**src/rtl/uart_rx_fifo_pkg.sv**
```systemverilog
// Shared sizing defaults and types for the UART receive FIFO.
// Width parameters on the modules default to these values.
package uart_rx_fifo_pkg;

  localparam int UART_FIFO_DEPTH  = 16;
  localparam int UART_FIFO_ADDR_W = 4;
  localparam int UART_FIFO_DATA_W = 8;
  localparam int UART_FIFO_THRESH = 8;
  localparam int UART_FIFO_CNT_W  = UART_FIFO_ADDR_W + 1;

  typedef logic [UART_FIFO_DATA_W-1:0] uart_byte_t;

endpackage

```
**src/rtl/uart_rx_fifo_if.sv**
```systemverilog
// Bus between the UART receiver / CPU bus-slave logic and the receive FIFO.
// master = receiver + bus logic side, slave = FIFO.
interface uart_rx_fifo_if
  import uart_rx_fifo_pkg::*;
#(
  parameter int DATA_W = UART_FIFO_DATA_W,
  parameter int CNT_W  = UART_FIFO_CNT_W
);

  logic              rx_end;
  logic [DATA_W-1:0] rx_data;
  logic              rd_en;
  logic              flush;
  logic              ovr_clr;
  logic [DATA_W-1:0] rd_data;
  logic              rd_valid;
  logic              empty;
  logic              full;
  logic [CNT_W-1:0]  count;
  logic              overrun;
  logic              irq;

  modport master (
    output rx_end, rx_data, rd_en, flush, ovr_clr,
    input  rd_data, rd_valid, empty, full, count, overrun, irq
  );

  modport slave (
    input  rx_end, rx_data, rd_en, flush, ovr_clr,
    output rd_data, rd_valid, empty, full, count, overrun, irq
  );

endinterface

```
**src/rtl/uart_fifo_mem.sv**
```systemverilog
// DEPTH x DATA_W storage with a synchronous write port and a registered read port.
// The array itself is never reset; only the read register is.
module uart_fifo_mem
  import uart_rx_fifo_pkg::*;
#(
  parameter int DEPTH  = UART_FIFO_DEPTH,
  parameter int ADDR_W = UART_FIFO_ADDR_W,
  parameter int DATA_W = UART_FIFO_DATA_W
) (
  input  logic              clk,
  input  logic              reset,
  input  logic              we,
  input  logic [ADDR_W-1:0] waddr,
  input  logic [DATA_W-1:0] wdata,
  input  logic              re,
  input  logic [ADDR_W-1:0] raddr,
  output logic [DATA_W-1:0] rdata
);

  logic [DATA_W-1:0] mem_q [DEPTH];
  logic [DATA_W-1:0] rdata_q;
  logic [DATA_W-1:0] rdata_d;

  // Read register holds its value when no pop happens.
  always_comb begin
    rdata_d = rdata_q;
    if (re) begin
      rdata_d = mem_q[raddr];
    end
  end

  always_ff @(posedge clk) begin
    if (reset) begin
      rdata_q <= '0;
    end else begin
      rdata_q <= rdata_d;
    end
  end

  // Same-address read and write returns the old entry (read-before-write).
  always_ff @(posedge clk) begin
    if (we) begin
      mem_q[waddr] <= wdata;
    end
  end

  assign rdata = rdata_q;

endmodule

```
**src/rtl/uart_rx_fifo.sv**
```systemverilog
// Receive byte FIFO behind the UART receiver: edge-detected capture, pops with 1-clk latency,
// registered level/flags, threshold irq and sticky overrun.
module uart_rx_fifo
  import uart_rx_fifo_pkg::*;
#(
  parameter int DEPTH  = UART_FIFO_DEPTH,
  parameter int ADDR_W = UART_FIFO_ADDR_W,
  parameter int DATA_W = UART_FIFO_DATA_W,
  parameter int THRESH = UART_FIFO_THRESH
) (
  input  logic           clk,
  input  logic           reset,
  uart_rx_fifo_if.slave  bus
);

  localparam int CNT_W = ADDR_W + 1;

  logic              rx_end_q,   rx_end_d;
  logic [ADDR_W-1:0] wptr_q,     wptr_d;
  logic [ADDR_W-1:0] rptr_q,     rptr_d;
  logic [CNT_W-1:0]  count_q,    count_d;
  logic              empty_q,    empty_d;
  logic              full_q,     full_d;
  logic              overrun_q,  overrun_d;
  logic              irq_q,      irq_d;
  logic              rd_valid_q, rd_valid_d;

  logic              wr;
  logic              do_wr;
  logic              do_rd;
  logic              ovr_set;
  logic [DATA_W-1:0] rd_data;

  always_comb begin
    wr      = bus.rx_end & ~rx_end_q;
    do_rd   = bus.rd_en & ~empty_q & ~bus.flush;
    // A pop in the same cycle frees the slot, so a full FIFO still accepts the byte.
    do_wr   = wr & ~bus.flush & (~full_q | do_rd);
    ovr_set = wr & ~bus.flush & full_q & ~do_rd;

    rx_end_d   = bus.rx_end;
    rd_valid_d = do_rd;
    wptr_d     = do_wr ? wptr_q + ADDR_W'(1) : wptr_q;
    rptr_d     = do_rd ? rptr_q + ADDR_W'(1) : rptr_q;
    count_d    = count_q + CNT_W'(do_wr) - CNT_W'(do_rd);

    if (bus.flush) begin
      wptr_d  = '0;
      rptr_d  = '0;
      count_d = '0;
    end

    empty_d = (count_d == '0);
    full_d  = (count_d == CNT_W'(DEPTH));
    irq_d   = (count_d >= CNT_W'(THRESH));

    overrun_d = overrun_q;
    if (ovr_set) begin
      overrun_d = 1'b1;
    end else if (bus.ovr_clr) begin
      overrun_d = 1'b0;
    end
  end

  always_ff @(posedge clk) begin
    if (reset) begin
      rx_end_q   <= 1'b0;
      wptr_q     <= '0;
      rptr_q     <= '0;
      count_q    <= '0;
      empty_q    <= 1'b1;
      full_q     <= 1'b0;
      overrun_q  <= 1'b0;
      irq_q      <= 1'b0;
      rd_valid_q <= 1'b0;
    end else begin
      rx_end_q   <= rx_end_d;
      wptr_q     <= wptr_d;
      rptr_q     <= rptr_d;
      count_q    <= count_d;
      empty_q    <= empty_d;
      full_q     <= full_d;
      overrun_q  <= overrun_d;
      irq_q      <= irq_d;
      rd_valid_q <= rd_valid_d;
    end
  end

  uart_fifo_mem #(
    .DEPTH  (DEPTH),
    .ADDR_W (ADDR_W),
    .DATA_W (DATA_W)
  ) u_mem (
    .clk   (clk),
    .reset (reset),
    .we    (do_wr),
    .waddr (wptr_q),
    .wdata (bus.rx_data),
    .re    (do_rd),
    .raddr (rptr_q),
    .rdata (rd_data)
  );

  assign bus.rd_data  = rd_data;
  assign bus.rd_valid = rd_valid_q;
  assign bus.empty    = empty_q;
  assign bus.full     = full_q;
  assign bus.count    = count_q;
  assign bus.overrun  = overrun_q;
  assign bus.irq      = irq_q;

endmodule

```
**src/flat_wrapper.sv**
```systemverilog
// flat-port wrapper written by rule: the top's interface ports become plain ports
module uart_rx_fifo_flat import uart_rx_fifo_pkg::*;
#(
  parameter int DEPTH  = UART_FIFO_DEPTH,
  parameter int ADDR_W = UART_FIFO_ADDR_W,
  parameter int DATA_W = UART_FIFO_DATA_W,
  parameter int THRESH = UART_FIFO_THRESH
)
  (clk, reset, bus_rx_end, bus_rx_data, bus_rd_en, bus_flush, bus_ovr_clr, bus_rd_data, bus_rd_valid, bus_empty, bus_full, bus_count, bus_overrun, bus_irq);
  uart_rx_fifo_if #(.DATA_W(DATA_W)) bus_i ();
  input  logic clk;
  input  logic reset;
  input wire logic [$bits(bus_i.rx_end)-1:0] bus_rx_end;
  input wire logic [$bits(bus_i.rx_data)-1:0] bus_rx_data;
  input wire logic [$bits(bus_i.rd_en)-1:0] bus_rd_en;
  input wire logic [$bits(bus_i.flush)-1:0] bus_flush;
  input wire logic [$bits(bus_i.ovr_clr)-1:0] bus_ovr_clr;
  output wire logic [$bits(bus_i.rd_data)-1:0] bus_rd_data;
  output wire logic [$bits(bus_i.rd_valid)-1:0] bus_rd_valid;
  output wire logic [$bits(bus_i.empty)-1:0] bus_empty;
  output wire logic [$bits(bus_i.full)-1:0] bus_full;
  output wire logic [$bits(bus_i.count)-1:0] bus_count;
  output wire logic [$bits(bus_i.overrun)-1:0] bus_overrun;
  output wire logic [$bits(bus_i.irq)-1:0] bus_irq;
  assign bus_i.rx_end = bus_rx_end;
  assign bus_i.rx_data = bus_rx_data;
  assign bus_i.rd_en = bus_rd_en;
  assign bus_i.flush = bus_flush;
  assign bus_i.ovr_clr = bus_ovr_clr;
  assign bus_rd_data = bus_i.rd_data;
  assign bus_rd_valid = bus_i.rd_valid;
  assign bus_empty = bus_i.empty;
  assign bus_full = bus_i.full;
  assign bus_count = bus_i.count;
  assign bus_overrun = bus_i.overrun;
  assign bus_irq = bus_i.irq;
  uart_rx_fifo #(.DEPTH(DEPTH), .ADDR_W(ADDR_W), .DATA_W(DATA_W), .THRESH(THRESH)) u_core (.clk(clk), .reset(reset), .bus(bus_i));
endmodule
```
**config.mk**
```make
export PLATFORM = sky130hd
export DESIGN_NAME = uart_rx_fifo_flat
export DESIGN_NICKNAME = d
export VERILOG_FILES = /design/src/rtl/uart_rx_fifo_pkg.sv /design/src/rtl/uart_rx_fifo_if.sv /design/src/rtl/uart_fifo_mem.sv /design/src/rtl/uart_rx_fifo.sv /design/src/flat_wrapper.sv
export SDC_FILE = /design/constraint.sdc
export NUM_CORES = 1
export LEC_CHECK = 0
export BUFFER_PORTS_ARGS = -buffer_cell sky130_fd_sc_hd__buf_2
export CAP_MARGIN = 10
export CORE_MARGIN = 5
export CORE_UTILIZATION = 60
export DETAILED_ROUTE_END_ITERATION = 16
export GPL_TIMING_DRIVEN = 0
export PLACE_DENSITY = 0.78
export SLEW_MARGIN = 20
export SYNTH_ARGS = -nofsm -noshare
export SYNTH_HDL_FRONTEND = slang
export SYNTH_SLANG_ARGS = --single-unit
```
**constraint.sdc**
```tcl
create_clock -name clk -period 2.93 [get_ports clk]
set_clock_uncertainty 0.1 [all_clocks]
set_input_delay 0.1465 -clock clk [delete_from_list [all_inputs] [get_ports clk]]
set_output_delay 0.1465 -clock clk [all_outputs]
set_load 0.02 [all_outputs]
```
==> reports/metrics.yaml, run 1 <==
grt:
  grt_remaining_overflow: 0
  grt_max_degree: 17
  grt_pass1_vias: 3614
  grt_pass1_wl_mm: 20.6
  grt_usage: 0.224
  antenna_found_initial: 0
final_layout:
  fillerInstances: 616
  most-common-layout-cells: "edfxtp_1, mux2i_1, buf_2, dfxtp_1, nor2_1"
  postLayoutCoreUtil: 0.717
  diodes: 0
  drive_gt1_frac: 0.196
  final_common_cell: "edfxtp_1"
  syn_to_final_growth_pct: 17.5
  fin_area_sq_um: 7330
  nets: 471
sta:
  final_hold_viol_count: 0
  max_freq_mhz: 351
  relSlewSlack: 0.314
  period_minus_slack_ps: 2850
  finalCritPeriodShare: 0.972
  finalSetupViolCount: 0
  hold_ws_ps: 328
  drv_slew: 0
  tns_ps: 0
  worst_slew_pin_slew_ps: 1030
detailed_routing:
  drt.antenna.violating_nets: 0
  drc: 0
  dr.pass1.iters: 5
  num_vias: 3591
  wire_per_inst_um: 22.3
  wirelength_mm: 13.3
  drtIter0Drc: 364
  viasPerCell: 6.04
pwr:
  p_clk_frac: 0.428
  ir_drop_v: 0.000356
  power_density_nw_per_um2: 638
  p_leak_uw: 0.00245
  power_frac_seq: 0.517
  p_int_uw: 3680
  power_switching_uw: 1000
  finalPower_uw: 4680
  p_comb_frac: 0.054
  switching_share: 0.214
yosys:
  synth_largest_area_cell: "edfxtp_1"
  synth-edff-count: 128
  synthArstFlopShare: 0
  synthTopCellsByArea: "edfxtp_1, dfxtp_1, mux2i_1"
  synthDistinctLibCells: 46
  syn-cell-area_sq_um: 6240
  ys_seq_area_frac: 0.702
  yosys_warnings: 0
  yosysTopAreaCellShare: 0.616
  synth_ff_type: "edfxtp_1"
  netlist_instances: 382
  postSynthAreaPerCell_sq_um: 16.3
  synth.ff_latch_count: 155
  synthesis.nets: 407
worst_setup_path:
  reg2reg_depth: 7
  slowest_delay_ps: 540
  slowest_stage: "dlygate4sd3_1"
  critPathBufInv: 2
  cp.required_ps: 3260
  r2r_slack_ps: 90
  cp-end-kind: "flip-flop"
  crit_fanout: 6
  crit_family: "simple AND/OR/NAND/NOR gates"
  cp-start-kind: "primary input"
  r2r_end: "u_core.bus.full$_SDFF_PP0_"
  cp_data_arrival_time_ps: 3170
  criticalPathCategory: "in2reg"
  crit_path_cell_trace: "dlygate4sd3_1 > buf_2 > or3b_2 > a21oi_4 > ha_1 > fa_1 > nor3_4 > nand3b_1 > a2111oi_4"
  rr_startpoint: "u_core.rx_end_q$_SDFF_PP0_"
min_path:
  hold_depth: 3
  hp-start: "reset"
  min_to: "u_core.bus.full$_SDFF_PP0_"
  hold_path.class: "in2reg"
floorplan:
  num_rows: 37
  dieWidth_um: 112
  start_util: 0.610
  die_y_um: 112
  dieArea_sq_um: 12500
  core_region_area_sq_um: 10200
  io_pins: 32
cts:
  clk_latency_ps: 540
  h-tree-depth: 4
  cts.sinks: 155
  cts_made_buffers: 17
  clock_path_buffers: 2
  path_clk_slew_ps: 60
  root_buffer: "clkbuf_8"
  cts_tree: "yes"
job:
  max_cap_viol_count: 0
placement:
  hpwl_mm: 8.38
  gp_congestion: 0.873
  io_buffers: 31
  placed_cell_area_sq_um: 6590
status:
  outcome: "finished, final reports clean"
[cell families after synthesis]
logic type / count (synthesis) / share of synthesized area
flip-flops: 155 / 0.702
AND/OR/NAND/NOR: 77 / 0.0653
multiplexers: 54 / 0.117
AO/OA/AOI/OAI: 44 / 0.0521
buffers and inverters: 31 / 0.0261
adder cells (fa/ha/maj): 11 / 0.0233
XOR/XNOR: 10 / 0.0140
[metrics by stage]
| stage | setup WS [ps] | cells |
|---|---|---|
| 2_1_floorplan | 28.4 | 382 |
| 3_3_place_gp | -350 | 549 |
| 3_5_place_dp | -399 | 549 |
| 4_1_cts | 23.2 | 594 |
| 5_1_grt | -8.03 | 595 |
| 6_report | 83.2 | 595 |
[sequential cells by signal, indices dropped and copies added, names as in the netlist, 4 cells and up]
name,count
u_core.rptr_q,4
u_core.wptr_q,4
u_core.u_mem.mem_q,128
u_core.u_mem.rdata,8
u_core.bus.count,5
[power groups by stage]
stage | Clock [uW] | Combinational (uW) | Sequential, uW
after floorplan | 0 | 105 | 2480
after global placement | 0 | 197 | 2460
after detailed placement | 0 | 205 | 2470
after CTS | 2020 | 235 | 2420
after global routing | 2120 | 273 | 2420
final | 2010 | 254 | 2420
[Yosys cell counts, drive strengths merged (8+ instances only)]
| master | instances |
|---|---|
| edfxtp | 128 |
| mux2i | 41 |
| dfxtp | 27 |
| nor2 | 26 |
| a22oi | 19 |
| mux4 | 13 |
| inv | 12 |
| buf | 11 |
| ha | 10 |
| nand2 | 10 |
| clkbuf | 8 |
[per-layer routing]
metal  GRT usage  wire length [um]  vias to the layer above
met3      0.0516               895                       29
met4      0.0962               371                        0
met2       0.361              6610                      152
met1       0.295              5380                     1794
li1            -                 -                     1616
met5           0                 0                        -
[worst max-delay path by stage]
stage                                start  depth (start not counted)  slack (ps)                    endpoint
6_report                         bus_flush                          9          80  u_core.bus.full$_SDFF_PP0_
5_1_grt         u_core.rx_end_q$_SDFF_PP0_                          7          -8  u_core.bus.full$_SDFF_PP0_
4_1_cts        u_core.bus.empty$_SDFF_PP1_                         10          20  u_core.bus.full$_SDFF_PP0_
3_5_place_dp                     bus_rd_en                         13        -400  u_core.bus.full$_SDFF_PP0_
3_3_place_gp                     bus_rd_en                         13        -350  u_core.bus.full$_SDFF_PP0_
2_1_floorplan  u_core.bus.empty$_SDFF_PP1_                         12          30  u_core.bus.full$_SDFF_PP0_
[worst register-to-register path: stages (launching register included)]
cell and delay, ps:
dfxtp_1 310, or3b_2 520, a21oi_4 270, ha_1 250, fa_1 480, nor3_4 240
nand3b_1 160, a2111oi_4 400
[layout make-up]
| class | instances | area, sq um | area share |
|---|---|---|---|
| inverter | 12 | 47.5 | 0.00648 |
| sequential | 155 | 4380 | 0.598 |
| clock inverter | 10 | 93.8 | 0.0128 |
| tap | 136 | 170 | 0.0232 |
| multi-input combinational | 196 | 1770 | 0.241 |
| timing repair buffer | 46 | 303 | 0.0413 |
| buffer | 18 | 114 | 0.0155 |
| clock buffer | 22 | 453 | 0.0618 |
[timing repair]
| action | 4_1_cts | 5_1_grt |
|---|---|---|
| resized for setup | 8 | 3 |
| setup endpoints to repair | 4 | 1 |
| setup buffers | 0 | 1 |
| hold endpoints to repair | 139 | 0 |
| pin swaps | 0 | 1 |
| hold buffers | 14 | 0 |
Power figures use the tool's default switching activity.
==> inputs of run 2 (changes only) <==
Settings changed: CORE_UTILIZATION 60 to 45, CTS_CLUSTER_SIZE set to 20, PLACE_DENSITY 0.78 to 0.72.
==> run 2 against run 1 <==
  * Cell area is 0.32% higher
  * Register-to-register slack better by 60 ps
  * Sequential share of layout area is 0.19 points lower
  * Worst setup slack better by 62 ps
  * Die area is 30% higher
  * Clock power is 9% higher
  * Flip-flop and latch count stayed put
  * First-iteration DRC count is 11% lower
  * Worst hold slack worse by 300 ps
  * Critical path type is now reg2reg
  * Largest cell class unchanged
==> reports/metrics.yaml, run 2 (same netlist as run 1, synthesis figures left out) <==
cts:
  cts_tree: "yes"
  h-tree-depth: 4
  clock_path_buffers: 2
  cts.sinks: 155
  path_clk_slew_ps: 60
  root_buffer: "clkbuf_16"
  cts_made_buffers: 17
  clk_latency_ps: 420
grt:
  grt_remaining_overflow: 0
  grt_pass1_wl_mm: 20.2
  grt_pass1_vias: 3657
  grt_max_degree: 17
  grt_usage: 0.168
  antenna_found_initial: 0
sta:
  tns_ps: 0
  setup_ws_ps: 145
  max_freq_mhz: 359
  finalCritPeriodShare: 0.950
  period_minus_slack_ps: 2780
  finalSetupViolCount: 0
  relSlewSlack: 0.347
  drv_slew: 0
  final_hold_viol_count: 0
  hold_ws_ps: 25.0
  worst_slew_pin_slew_ps: 977
pwr:
  p_clk_frac: 0.454
  p_comb_frac: 0.047
  p_leak_uw: 0.00245
  p_int_uw: 3840
  power_frac_seq: 0.499
  power_switching_uw: 1010
  switching_share: 0.209
  finalPower_uw: 4850
  ir_drop_v: 0.000563
  power_density_nw_per_um2: 659
worst_setup_path:
  cp.required_ps: 3140
  rr_startpoint: "u_core.bus.empty$_SDFF_PP1_"
  cp-start-kind: "flip-flop"
  cp-end-kind: "flip-flop"
  criticalPathCategory: "reg2reg"
  r2r_slack_ps: 150
  crit_fanout: 10
  reg2reg_depth: 10
  cp_data_arrival_time_ps: 2990
  r2r_end: "u_core.bus.full$_SDFF_PP0_"
floorplan:
  num_rows: 43
  die_y_um: 128
  io_pins: 32
  dieArea_sq_um: 16300
  start_util: 0.455
  dieWidth_um: 128
  core_region_area_sq_um: 13700
placement:
  dp.cells: 594
  io_buffers: 31
  gp_congestion: 0.845
  hpwl_mm: 8.67
  place_ws_ps: -491
final_layout:
  nets: 464
  regMostFlops: "u_core.u_mem.mem_q"
  drive_gt1_frac: 0.206
  diodes: 0
  syn_to_final_growth_pct: 17.9
  stdcell_count: 632
  largest_register_ffs: 128
  final_common_cell: "edfxtp_1"
  most-common-layout-cells: "edfxtp_1, mux2i_1, buf_2, dfxtp_1, nor2_1"
job:
  max_cap_viol_count: 0
detailed_routing:
  drtIter0Drc: 325
  wirelength_mm: 12.8
  dr.pass1.iters: 4
  wire_per_inst_um: 20.3
  num_vias: 3441
  drt.antenna.violating_nets: 0
  viasPerCell: 5.44
  drc: 0
min_path:
  hold_path.class: "in2reg"
  hold_depth: 1
  hp-start: "bus_rx_data[6]"
  min_to: "u_core.u_mem.mem_q[5][6]$_DFFE_PP_"
status:
  outcome: "finished, final reports clean"
==> run 2: cell count changes in the layout (fill, tap and decap cells not counted), sizes merged <==
| cell | delta |
|---|---|
| dlygate4sd3 | -7 |
| clkbuf | -4 |
| bufinv | +2 |
| inv | +2 |
==> run 2: power by group through the flow <==
stage          clock, uW  sequential [uW]  combinational, uW
5_1_grt             2330             2420                250
2_1_floorplan          0             2480                105
6_report            2200             2420                227
3_5_place_dp           0             2470                205
3_3_place_gp           0             2460                196
4_1_cts             2230             2420                219
==> run 2: critical path, stage by stage (launching register included) <==
cell,delay [ps]
dfxtp_1,340
nor2b_4,200
nand2b_4,140
inv_4,160
ha_1,240
inv_1,50
ha_1,180
fa_1,480
nor3_4,260
nand3b_1,130
a2111oi_2,380
==> run 2: metrics by stage <==
step | util | cell area [sq um]
3_5_place_dp | 0.485 | 6650
5_1_grt | 0.536 | 7360
6_report | 0.536 | 7360
3_3_place_gp | 0.483 | 6620
4_1_cts | 0.535 | 7340
2_1_floorplan | - | 6240
==> run 2: worst max-delay path by stage <==
stage	end	cells past startpoint	slack, ps	start
after floorplan	u_core.bus.full$_SDFF_PP0_	12	30	u_core.bus.empty$_SDFF_PP1_
after global placement	u_core.bus.full$_SDFF_PP0_	13	-410	bus_rd_en
after detailed placement	u_core.bus.full$_SDFF_PP0_	13	-490	bus_rd_en
after CTS	u_core.bus.full$_SDFF_PP0_	7	20	u_core.rx_end_q$_SDFF_PP0_
after global routing	u_core.bus.full$_SDFF_PP0_	10	-8	u_core.bus.empty$_SDFF_PP1_
final	u_core.bus.full$_SDFF_PP0_	10	150	u_core.bus.empty$_SDFF_PP1_
==> run 2: metal layers <==
layer	up-vias	global-route usage	routed length, um
met1	1742	0.213	5540
met3	8	0.0550	633
met5	-	0	0
li1	1604	-	-
met2	87	0.271	6530
met4	0	0.0581	115
==> run 2: layout make-up <==
class                   instances  area (sq um)
clock buffers                  18           429
repair buffers                 39           233
flip-flops and latches        155          4380
multi-input cells             196          1760
inverters                      12          47.5
plain buffers                  18           114
well taps                     180           225
fillers                      1069          6360
clock inverters                14           169
==> run 2: timing repair <==
| action | CTS | global route |
|---|---|---|
| hold buffers | 7 | 0 |
| setup buffers | 0 | 0 |
| setup endpoints to repair | 4 | 1 |
| gates resized for setup | 6 | 4 |
| hold endpoints to repair | 54 | 0 |
